===== src/rtl/phy_rx_link_ctrl.sv =====
// Link bring-up and supervision controller for the two-lane receive PHY.
// Ports: clk_f/reset (sync, active-high); active_ser_par_1/2 lane sync;
//   valid_output word strobe; retrain_req forced retrain; lane_reset_1/2
//   deserializer resets; link_up, link_state; valid_gated; word_count
//   (wrapping) and error_count (saturating) statistics.
module phy_rx_link_ctrl #(
    parameter int STABLE_CYCLES  = 4,
    parameter int TIMEOUT_CYCLES = 64,
    parameter int RECOVER_CYCLES = 8,
    parameter int RST_CYCLES     = 2
) (
    input  logic        clk_f,
    input  logic        reset,
    input  logic        active_ser_par_1,
    input  logic        active_ser_par_2,
    input  logic        valid_output,
    input  logic        retrain_req,
    output logic        lane_reset_1,
    output logic        lane_reset_2,
    output logic        link_up,
    output logic [1:0]  link_state,
    output logic        valid_gated,
    output logic [15:0] word_count,
    output logic [7:0]  error_count
);

    typedef enum logic [1:0] {
        IDLE    = 2'd0,
        TRAIN   = 2'd1,
        UP      = 2'd2,
        RECOVER = 2'd3
    } state_t;

    localparam int CW = 16;
    localparam logic [CW-1:0] RST_LAST     = CW'(RST_CYCLES - 1);
    localparam logic [CW-1:0] TIMEOUT_LAST = CW'(TIMEOUT_CYCLES - 1);
    localparam logic [CW-1:0] RECOVER_LAST = CW'(RECOVER_CYCLES - 1);
    localparam logic [CW-1:0] STABLE_LAST  = CW'(STABLE_CYCLES - 1);

    state_t        state_q, state_d;
    logic [CW-1:0] cnt_q, cnt_d;
    logic [CW-1:0] stable_q, stable_d;
    logic [15:0]   word_q, word_d;
    logic [7:0]    err_q, err_d;
    logic          lane_rst_q, lane_rst_d;
    logic          link_up_q, link_up_d;
    logic          both;
    logic          err_inc;

    assign both = active_ser_par_1 & active_ser_par_2;

    always_comb begin
        state_d  = state_q;
        cnt_d    = cnt_q;
        stable_d = stable_q;
        word_d   = word_q;
        err_inc  = 1'b0;

        // The drop cycle in UP still counts its word.
        if (state_q == UP && valid_output) begin
            word_d = word_q + 16'd1;
        end

        if (retrain_req && state_q != IDLE) begin
            state_d = IDLE;
        end else begin
            unique case (state_q)
                IDLE: begin
                    if (cnt_q == RST_LAST) state_d = TRAIN;
                    else cnt_d = cnt_q + 1'b1;
                end
                TRAIN: begin
                    // UP wins over a timeout on the same edge.
                    if (both && stable_q == STABLE_LAST) begin
                        state_d = UP;
                    end else if (cnt_q == TIMEOUT_LAST) begin
                        state_d = IDLE;
                        err_inc = 1'b1;
                    end else begin
                        cnt_d    = cnt_q + 1'b1;
                        stable_d = both ? stable_q + 1'b1 : '0;
                    end
                end
                UP: begin
                    if (!both) begin
                        state_d = RECOVER;
                        err_inc = 1'b1;
                    end
                end
                RECOVER: begin
                    if (both) state_d = UP;
                    else if (cnt_q == RECOVER_LAST) state_d = IDLE;
                    else cnt_d = cnt_q + 1'b1;
                end
            endcase
        end

        // Shared phase counter restarts on every state entry.
        if (state_d != state_q) begin
            cnt_d    = '0;
            stable_d = '0;
        end

        err_d = (err_inc && err_q != 8'hFF) ? err_q + 8'd1 : err_q;

        lane_rst_d = (state_d == IDLE);
        link_up_d  = (state_d == UP);
    end

    always_ff @(posedge clk_f) begin
        if (reset) begin
            state_q    <= IDLE;
            cnt_q      <= '0;
            stable_q   <= '0;
            word_q     <= '0;
            err_q      <= '0;
            lane_rst_q <= 1'b1;
            link_up_q  <= 1'b0;
        end else begin
            state_q    <= state_d;
            cnt_q      <= cnt_d;
            stable_q   <= stable_d;
            word_q     <= word_d;
            err_q      <= err_d;
            lane_rst_q <= lane_rst_d;
            link_up_q  <= link_up_d;
        end
    end

    assign lane_reset_1 = lane_rst_q;
    assign lane_reset_2 = lane_rst_q;
    assign link_up      = link_up_q;
    assign link_state   = state_q;
    assign valid_gated  = valid_output & link_up_q;
    assign word_count   = word_q;
    assign error_count  = err_q;

endmodule


===== config.mk =====
export PLATFORM = sky130hd
export DESIGN_NAME = phy_rx_link_ctrl
export DESIGN_NICKNAME = d
export VERILOG_FILES = /design/src/rtl/phy_rx_link_ctrl.sv
export SDC_FILE = /design/constraint.sdc
export NUM_CORES = 1
export LEC_CHECK = 0
export BUFFER_PORTS_ARGS = -buffer_cell sky130_fd_sc_hd__buf_4
export CORE_AREA = 5 5 97 99
export CTS_BUF_LIST = sky130_fd_sc_hd__clkbuf_8 sky130_fd_sc_hd__clkbuf_16
export DETAILED_ROUTE_END_ITERATION = 7
export DIE_AREA = 0 0 102 104
export PLACE_DENSITY = 0.66
export SYNTH_ARGS = -nofsm -noshare
export SYNTH_HDL_FRONTEND = slang
export SYNTH_SLANG_ARGS = --single-unit
export TNS_END_PERCENT = 20

===== constraint.sdc =====
create_clock -name clk_f -period 2.3 [get_ports clk_f]
set_input_delay 0.46 -clock clk_f [delete_from_list [all_inputs] [get_ports clk_f]]
set_output_delay 0.46 -clock clk_f [all_outputs]
set_load 0.02 [all_outputs]

; Yosys cells after proc, flatten, opt, wreduce, memory -nomap -nowiden
; Index checks and enable logic that the tools add are counted.
[op_classes]
reduce_logical = 11
eq_ne = 15
bitwise = 5
n_addsub = 4
mux = 20
[ops]
columns = op, n
row1 = 16-bit two-way mux, 6
row2 = 16-bit by 1-bit adder with 16-bit output (second input constant), 3
row3 = 16-bit one-hot mux with 3 select lines, 1
row4 = 16-bit by 1-bit == test with 1-bit output (second input constant), 1
row5 = 16-bit by 2-bit == test with 1-bit output (second input constant), 1
row6 = 16-bit by 3-bit == test with 1-bit output (second input constant), 1
row7 = 16-bit by 6-bit == test with 1-bit output (second input constant), 1
row8 = 2-bit two-way mux, 7
row9 = 2-bit != test (second input constant), 5
row10 = 8-bit by 1-bit adder with 8-bit output (second input constant), 1
row11 = 8-bit != test (second input constant), 1
row12 = 2-bit one-hot mux with 4 select lines, 1
row13 = 7-bit AND reduction, 1
row14 = 2-bit == test (second input constant), 3
row15 = 1-bit logical AND, 4
row16 = 2-bit zero test, 2
row17 = 1-bit two-way mux, 4
row18 = 4-bit AND reduction, 1
row19 = 1-bit inverter, 3
row20 = 3-bit nonzero test, 1
row21 = 1-bit bitwise AND, 2
row22 = 2-bit by 1-bit == test with 1-bit output (second input constant), 1
row23 = 2-bit != test, 1
row24 = 1-bit one-hot mux with 2 select lines, 1
row25 = other kinds (2), 2
[word_totals]
wordCells = 62
reg_bits = 60

; Depth between registers and ports, before layout
; Gate-level depths: netlist (run 1).
[logic_depth]
ltp_word = 7
depth_mapped = 10

; Worst setup path after synthesis (run 1)
; OpenSTA, ideal clock, no wires.
[synth_path]
path_type = reg-to-reg
startpoint = reg state_q[0] (netlist: link_state[0])
endpoint = reg cnt_q[13]
n_path_buf = 0
required_ps = 2230
t_arrival_ps = 2264
setup_slack_ps = -34
period_less_slack_ps = 2334
path_stages_with_launch = 9
setup_time_ps = 70
path_cell_list = dfxtp_1 -> inv_1 -> ha_1 -> nor2b_1 -> a32oi_1 -> o211ai_1 -> or2_0 -> or4_1 -> a21oi_1
[synth_between]
elab_chain_len = 6
elab_cells_between_ends = 25
classes_between = 9 x eq/ne / 9 x mux / 1 x bitwise / 6 x reduce/logical
[synth_lines]
columns = element, line_no
row1 = from (decl), 40  ; state_t state_q, state_d;
row2 = from (signal assigned), 120  ; state_q <= state_d;
row3 = 2-bit two-way mux (on tied branches), "92, 76"
row4 = 2-bit two-way mux (on tied branches), "91, 74"
row5 = 2-bit one-hot mux with 4 select lines, 67  ; unique case (state_q)
row6 = 2-bit two-way mux, 64  ; if (retrain_req && state_q != IDLE) begin
row7 = 2-bit != test, 99  ; if (state_d != state_q) begin
row8 = 2-bit OR reduction (no line), -
row9 = to (signal assigned), 121  ; cnt_q <= cnt_d;
row10 = to (decl), 41  ; logic [CW-1:0] cnt_q, cnt_d;
; Parallel ways exist; a longest one is shown, timed or not.
; A chain may end at the register's enable or synchronous reset.

; Worst setup path in the final report (run 1)
[layout_path]
startpoint = reg state_q[1] (netlist: link_state[1])
endpoint = reg cnt_q[13]
; Same word-level chain as after synthesis.

==> implementation parameters, run 1 <==
Parameter                              Value

Run status
  Status ... finished clean

Power
  Leakage power ... 1.445 nW
  Worst IR Drop VDD ... 0.2898 mV
  Power per cell area ... 770.3 nW/um2

Routing
  Routed wire length per instance ... 13.77 um
  Total routed wirelength ... 7132 um
  Antenna viol nets, final ... 0
  Number of detailed-route iterations in the first pass ... 4
  1st-iter DRT viols ... 104
  Number of design rule violations left after detail routing ... 0
  Via count ... 2722
  Number of vias per cell after detailed routing ... 5.255

Yosys
  Share of Yosys cell area claimed by the top area cell type ... 38.19%
  Combinational family with the most area after synthesis ... simple AND/OR/NAND/NOR gates
  Mean area per synthesized cell ... 8.861 um2
  Number of synthesized register bits ... 60
  Seq/Total Area, Yosys ... 38.19%
  Primary flip-flop cell chosen by synthesis mapping ... dfxtp_1
  Count of flip-flops with a built-in enable after synthesis ... 0
  Share of the synthesized area in compound gates (AO/OA/AOI/OAI) ... 9.427%
  Number of warnings printed during yosys synthesis ... 0
  Post-Synthesis Net Count ... 370
  Share of cell area taken by muxes after synthesis ... 0.9944%
  Yosys top cell by area ... dfxtp_1
  Leading cell type by number of instances after synthesis ... dfxtp_1
  Area share of and/or/nand/nor cells after synthesis ... 30.99%
  Summed instance area of the synthesized netlist ... 3146 um2
  Number of instances in the synthesized netlist ... 355
  Top cells by area in the synthesized netlist ... dfxtp_1 (38%), xnor2_1 (7.2%), xor2_1 (5.8%), nor2_1 (5.3%), nor3_1 (4.0%)
  Share of synthesized registers carrying an async set or reset ... 0%
  Post-Synth Adder-Cell Area ... 3.580%
  Most used standard cells in the synthesized netlist ... dfxtp_1 (60), nor2_1 (44), xnor2_1 (26)
  Xor/xnor share of the synthesized area ... 13.09%
  Count of cell types in the netlist ... 56

Timing
  Maximum achievable frequency ... 449.6 MHz
  Final-layout worst hold slack ... 0.4820 ns
  Final worst clock skew ... 0.009248 ns
  Relative slew margins ... 65.31%
  Smallest setup slack after layout ... 0.07563 ns
  Final clock period utilization by the worst path ... 96.71%
  Measured slew at the worst slew-check pin ... 0.5180 ns
  Number of endpoints with negative hold slack in the final report ... 0
  Setup violation total in the final timing report ... 0
  Final max-slew violation count ... 0
  Setup repair after global routing missed its margin ... yes
  Tmin final ... 2.224 ns

Floorplan
  Die area ... 10610 um2
  Standard-cell rows ... 34
  Core box area ... 8466 um2
  Initial core utilization ... 37.16%
  IO Pins ... 36
  Die X ... 102 um
  Die Height ... 104 um

Critical path
  Required time of the critical path ... 2.57 ns
  Data arrival time of the worst path ... 2.50 ns
  Sort of element at the end of the critical path ... register
  WS Path Type ... register to register
  Sequence of cells on the critical path ... inv_1, ha_1, nor2b_1, a32oi_1, o211ai_1, or2_0, or4_1, a21oi_1
  Kind of cell adding the most delay to the critical path ... simple AND/OR/NAND/NOR gates
  Crit path buf inv count ... 1
  Startpoint class of the critical path ... register
  Library cell contributing the largest single delay on the critical path ... dfxtp_2
  CP max stage delay ... 0.42 ns
  Largest driver fanout on the critical path ... 7

Finish
  Antenna cell count ... 0
  Area overhead of the layout relative to synthesis ... 26.61%
  Number of nets in the finished design ... 420
  Layout cells sized above 1 ... 23.66%

Placed design
  Count of buffers inserted at the top-level ports ... 35
  HPWL Detailed ... 4937 um
  Gp weighted congestion ... 0.7818
  DP Worst Slack ... -0.02141 ns

CTS
  Clock latency on the worst-skew pair ... 0.34 ns
  Total CTS buffers ... 9
  Cell at the root of the clock tree ... clkbuf_8
  Number of H-tree levels ... 3
  Number of sinks handled by clock tree synthesis ... 60
  Clock-pin slew on the worst setup and hold paths ... 0.07 ns
  CTS tree ... built
  Maximum count of clock buffers along a single path ... 2

GRT
  Pin count of the biggest net entering global routing ... 33
  First-pass GRT wire length ... 11690 um
  Overall routing resource usage ... 13.57%
  Number of global-route vias before repair ... 2591
  Total congestion overflow ... 0
  Antenna violations before repair ... 0

Job
  Maxcap violations ... 0

Min path
  Hold Crit Class ... register to register
## state kept, by name (all words and copies together), names as in the netlist
register and flops:
cnt_q 16, stable_q 16, word_count 16, error_count 8
link_state 2, lane_reset_1 1, link_up 1
## worst paths after layout
kind            startpoint     endpoint  slack [ns]  cells after the start
min            stable_q[1]  stable_q[1]        0.48                      2
max reg2reg  link_state[1]    cnt_q[13]        0.08                      8
min reg2reg    stable_q[1]  stable_q[1]        0.48                      2
max          link_state[1]    cnt_q[13]        0.08                      8
## cells by family after synthesis
kind of cell,count (synthesis)
AO/OA/AOI/OAI,36
adder cells (fa/ha/maj),9
flip-flops,60
XOR/XNOR,47
buffers and inverters,27
AND/OR/NAND/NOR,173
multiplexers,3
## layer usage
layer  global-route usage, %  routed length (um)  vias to the layer above
met5                       0                   0                        -
met4                   6.748                 160                        0
met3                   2.750                 321                       11
met2                   21.49                3321                       51
met1                   17.26                3329                     1303
li1                        -                   -                     1357
## through the flow
| step | utilization (%) | total power, mW | instances | instance area, um2 | setup TNS (ns) |
|---|---|---|---|---|---|
| floorplan | - | 1.545 | 355 | 3148 | 0 |
| global placement | 42.42 | 1.740 | 497 | 3591 | -0.01626 |
| detailed placement | 42.42 | 1.751 | 497 | 3591 | -0.1620 |
| CTS | 45.45 | 2.946 | 513 | 3847 | 0 |
| global route | 47.04 | 3.213 | 518 | 3983 | -0.1469 |
| finish | 47.04 | 3.068 | 518 | 3983 | 0 |
## area by class of cell
type | instances | area, um2
sequential | 60 | 1205
fill | 791 | 4483
timing repair buffer | 54 | 460.4
clock inverter | 5 | 98.84
multi-input combinational | 268 | 1887
clock buffer | 11 | 151.4
inverter | 12 | 45.04
tap | 108 | 135.1
## report_power, final
part | internal [mW] | switching [mW]
registers | 1.07 | 0.0310
logic | 0.346 | 0.437
clock network | 0.773 | 0.410
## cells in the final DEF (no fill, tap or decap), types with 2 or more instances in the layout
cell       instances
and2_1             4
dfxtp_1           57
clkbuf_16          2
a21bo_2            2
nand4_1           18
bufinv_16          3
o211ai_1           3
a21oi_1            7
a22oi_1            2
a211oi_1           3
o21ai_0            3
ha_2               2
and3_1             8
xnor2_1           26
nor4_4             2
dfxtp_2            3
mux2i_1            2
inv_1             12
clkbuf_8          11
nor2_1            44
and4_1             6
nor2b_1            5
xor2_1            21
nor3_1            25
buf_6              2
nor4_1             3
nand3_1           15
or3_1              4
a2111oi_2          2
nand2_1           21
nor3b_1            3
buf_4             49
nor3_2             3
ha_1               7
## tightest hold or removal path, delay by kind of cell (launching register included)
kind | cells | cell delay, ns
AOI/OAI and AO/OA | 1 | 0.05
DFF | 1 | 0.33
and+or+nand+nor | 1 | 0.06
## repair_timing
item,4_1_cts,5_1_grt
pin swaps,0,6
endpoints found under the setup margin,32,39
hold buffers,0,0
gates resized for setup,1,14
gates cloned,0,2
setup buffers,0,3
Power figures use the tool's default switching activity.
==> run 2, diff against run 1 <==
==> constraint.sdc (replaced) <==
create_clock -name clk_f -period 2.2 [get_ports clk_f]
set_input_delay 0.44 -clock clk_f [delete_from_list [all_inputs] [get_ports clk_f]]
set_output_delay 0.44 -clock clk_f [all_outputs]
set_load 0.02 [all_outputs]
==> run 2 against run 1 <==
Count of clock-buffer cells in the layout down 2. Clock skew shrank 0.0019 ns. Routed wire length up 9.8%. Register-to-register slack worse by 0.06 ns. Critical path depth grew 1. Total power grew 1.9%. Clock power is 17% lower. Sequential power is 5% higher. Cell area up 5.4%. Global-route usage increased by 1.1 points. Hold slack lost 0.047 ns.
==> implementation parameters, run 2 (synthesis gave the netlist of run 1 again) <==
Parameter                              Value

Critical path
  CP max stage delay ... 0.34 ns
  Largest driver fanout on the critical path ... 8
  WS Path Type ... register to register
  Sort of element at the end of the critical path ... register
  Library cell contributing the largest single delay on the critical path ... dfxtp_2
  Kind of cell adding the most delay to the critical path ... simple AND/OR/NAND/NOR gates
  Crit path buf inv count ... 2
  Startpoint class of the critical path ... register
  Data arrival time of the worst path ... 2.46 ns
  Required time of the critical path ... 2.47 ns
  Sequence of cells on the critical path ... inv_1, ha_2, nor2b_2, nand3_1, o2bb2ai_2, xnor2_1, nand4b_4, buf_8, nor3_4

Placed design
  Gp weighted congestion ... 0.8847
  DP Worst Slack ... 0.005847 ns
  Cells after DPL ... 508
  Count of buffers inserted at the top-level ports ... 35
  HPWL Detailed ... 5424 um

Floorplan
  Die area ... 10610 um2
  IO Pins ... 36
  Core box area ... 8466 um2
  Die Height ... 104 um
  Initial core utilization ... 37.16%
  Standard-cell rows ... 34
  Die X ... 102 um

Min path
  Hold Crit Class ... input port to register

Finish
  Fill cells ... 789
  Commonest cells after routing, fill and taps aside ... buf_4 (59), dfxtp_1 (54), nor2_1 (43)
  Most common cell after layout, fill and taps aside ... buf_4
  Post-Layout Cell Count ... 529
  Antenna cell count ... 0
  Area overhead of the layout relative to synthesis ... 33.49%
  Number of nets in the finished design ... 431
  Layout cells sized above 1 ... 32.30%

CTS
  CTS tree ... built
  Maximum count of clock buffers along a single path ... 2
  Clock-pin slew on the worst setup and hold paths ... 0.07 ns
  Clock latency on the worst-skew pair ... 0.35 ns
  Number of H-tree levels ... 3
  Cell at the root of the clock tree ... clkbuf_8
  Total CTS buffers ... 9
  Number of sinks handled by clock tree synthesis ... 60

Routing
  Routed wire length per instance ... 14.80 um
  Number of design rule violations left after detail routing ... 0
  Antenna viol nets, final ... 0
  Via count ... 2820
  1st-iter DRT viols ... 101
  Number of detailed-route iterations in the first pass ... 4
  Total routed wirelength ... 7829 um
  Number of vias per cell after detailed routing ... 5.331

GRT
  Number of global-route vias before repair ... 2729
  Overall routing resource usage ... 14.65%
  Antenna violations before repair ... 0
  Pin count of the biggest net entering global routing ... 27
  Total congestion overflow ... 0
  First-pass GRT wire length ... 12620 um

Power
  Power per cell area ... 744.3 nW/um2
  Worst IR Drop VDD ... 0.5044 mV
  Leakage power ... 1.487 nW

Timing
  Setup violation total in the final timing report ... 0
  Final max-slew violation count ... 0
  Smallest setup slack after layout ... 0.01630 ns
  Maximum achievable frequency ... 457.9 MHz
  Tmin final ... 2.184 ns
  Number of endpoints with negative hold slack in the final report ... 0
  Final-layout worst hold slack ... 0.4349 ns
  Setup repair after global routing missed its margin ... yes
  Measured slew at the worst slew-check pin ... 0.5984 ns
  Final worst clock skew ... 0.007303 ns
  Final clock period utilization by the worst path ... 99.26%
  Relative slew margins ... 59.93%

Job
  Maxcap violations ... 0

Run status
  Status ... finished clean
==> run 2: routing by layer <==
layer / vias up / GRT usage, % / part of all wire, %
met3: 11 / 4.359 / 5.1
met2: 57 / 23.91 / 50
met5: - / 0 / 0
met4: 0 / 5.342 / 1.4
li1: 1385 / - / -
met1: 1367 / 18.01 / 44
==> run 2: report_power, final <==
group	switching (mW)	leakage [nW]	internal (mW)
clock network	0.459	0.101	0.519
logic	0.556	0.899	0.443
registers	0.0277	0.487	1.12
==> run 2: worst register-to-register path, delay by kind of cell, from the launching register on <==
kind | cells | cell delay [ns]
xor gates and xnor gates | 1 | 0.19
and+or+nand+nor | 4 | 0.78
AOI/OAI and AO/OA | 1 | 0.23
DFF | 1 | 0.34
adders and majority gates | 1 | 0.23
buffers and inverters | 2 | 0.35
==> run 2: final cells by class <==
type / count / area, um2 / share of cell area (%)
multi-input combinational: 268 / 2064 / 49.17
sequential: 60 / 1214 / 28.90
timing repair buffer: 65 / 550.5 / 13.11
tap: 108 / 135.1 / 3.218
clock buffer: 9 / 123.9 / 2.950
clock inverter: 7 / 66.31 / 1.579
inverter: 12 / 45.04 / 1.073
==> run 2: path summary, 6_finish.rpt <==
| path | endpoint | cells after the start | startpoint | slack, ns |
|---|---|---|---|---|
| worst min register to register | stable_q[1] | 2 | stable_q[1] | 0.49 |
| worst min-delay path | link_state[1] | 3 | reset | 0.43 |
| worst max-delay path | stable_q[13] | 9 | link_state[1] | 0.02 |
| worst max register to register | stable_q[13] | 9 | link_state[1] | 0.02 |
==> run 2: per-stage QoR <==
| stage | setup TNS [ns] | total power, mW | cell area [um2] | util (%) |
|---|---|---|---|---|
| after floorplan | 0 | 1.619 | 3151 | - |
| after global placement | 0 | 1.876 | 3676 | 43.42 |
| after detailed placement | 0 | 1.883 | 3676 | 43.42 |
| after CTS | -0.02820 | 2.876 | 3879 | 45.82 |
| after global routing | -1.447 | 3.278 | 4199 | 49.60 |
| final | 0 | 3.125 | 4199 | 49.60 |
==> run 2: repair_timing <==
item | 4_1_cts | 5_1_grt
gates resized for setup | 2 | 52
pin swaps | 0 | 19
endpoints found under the setup margin | 28 | 41
buffers inserted | 0 | 3
hold buffers | 0 | 0
gates cloned | 0 | 2
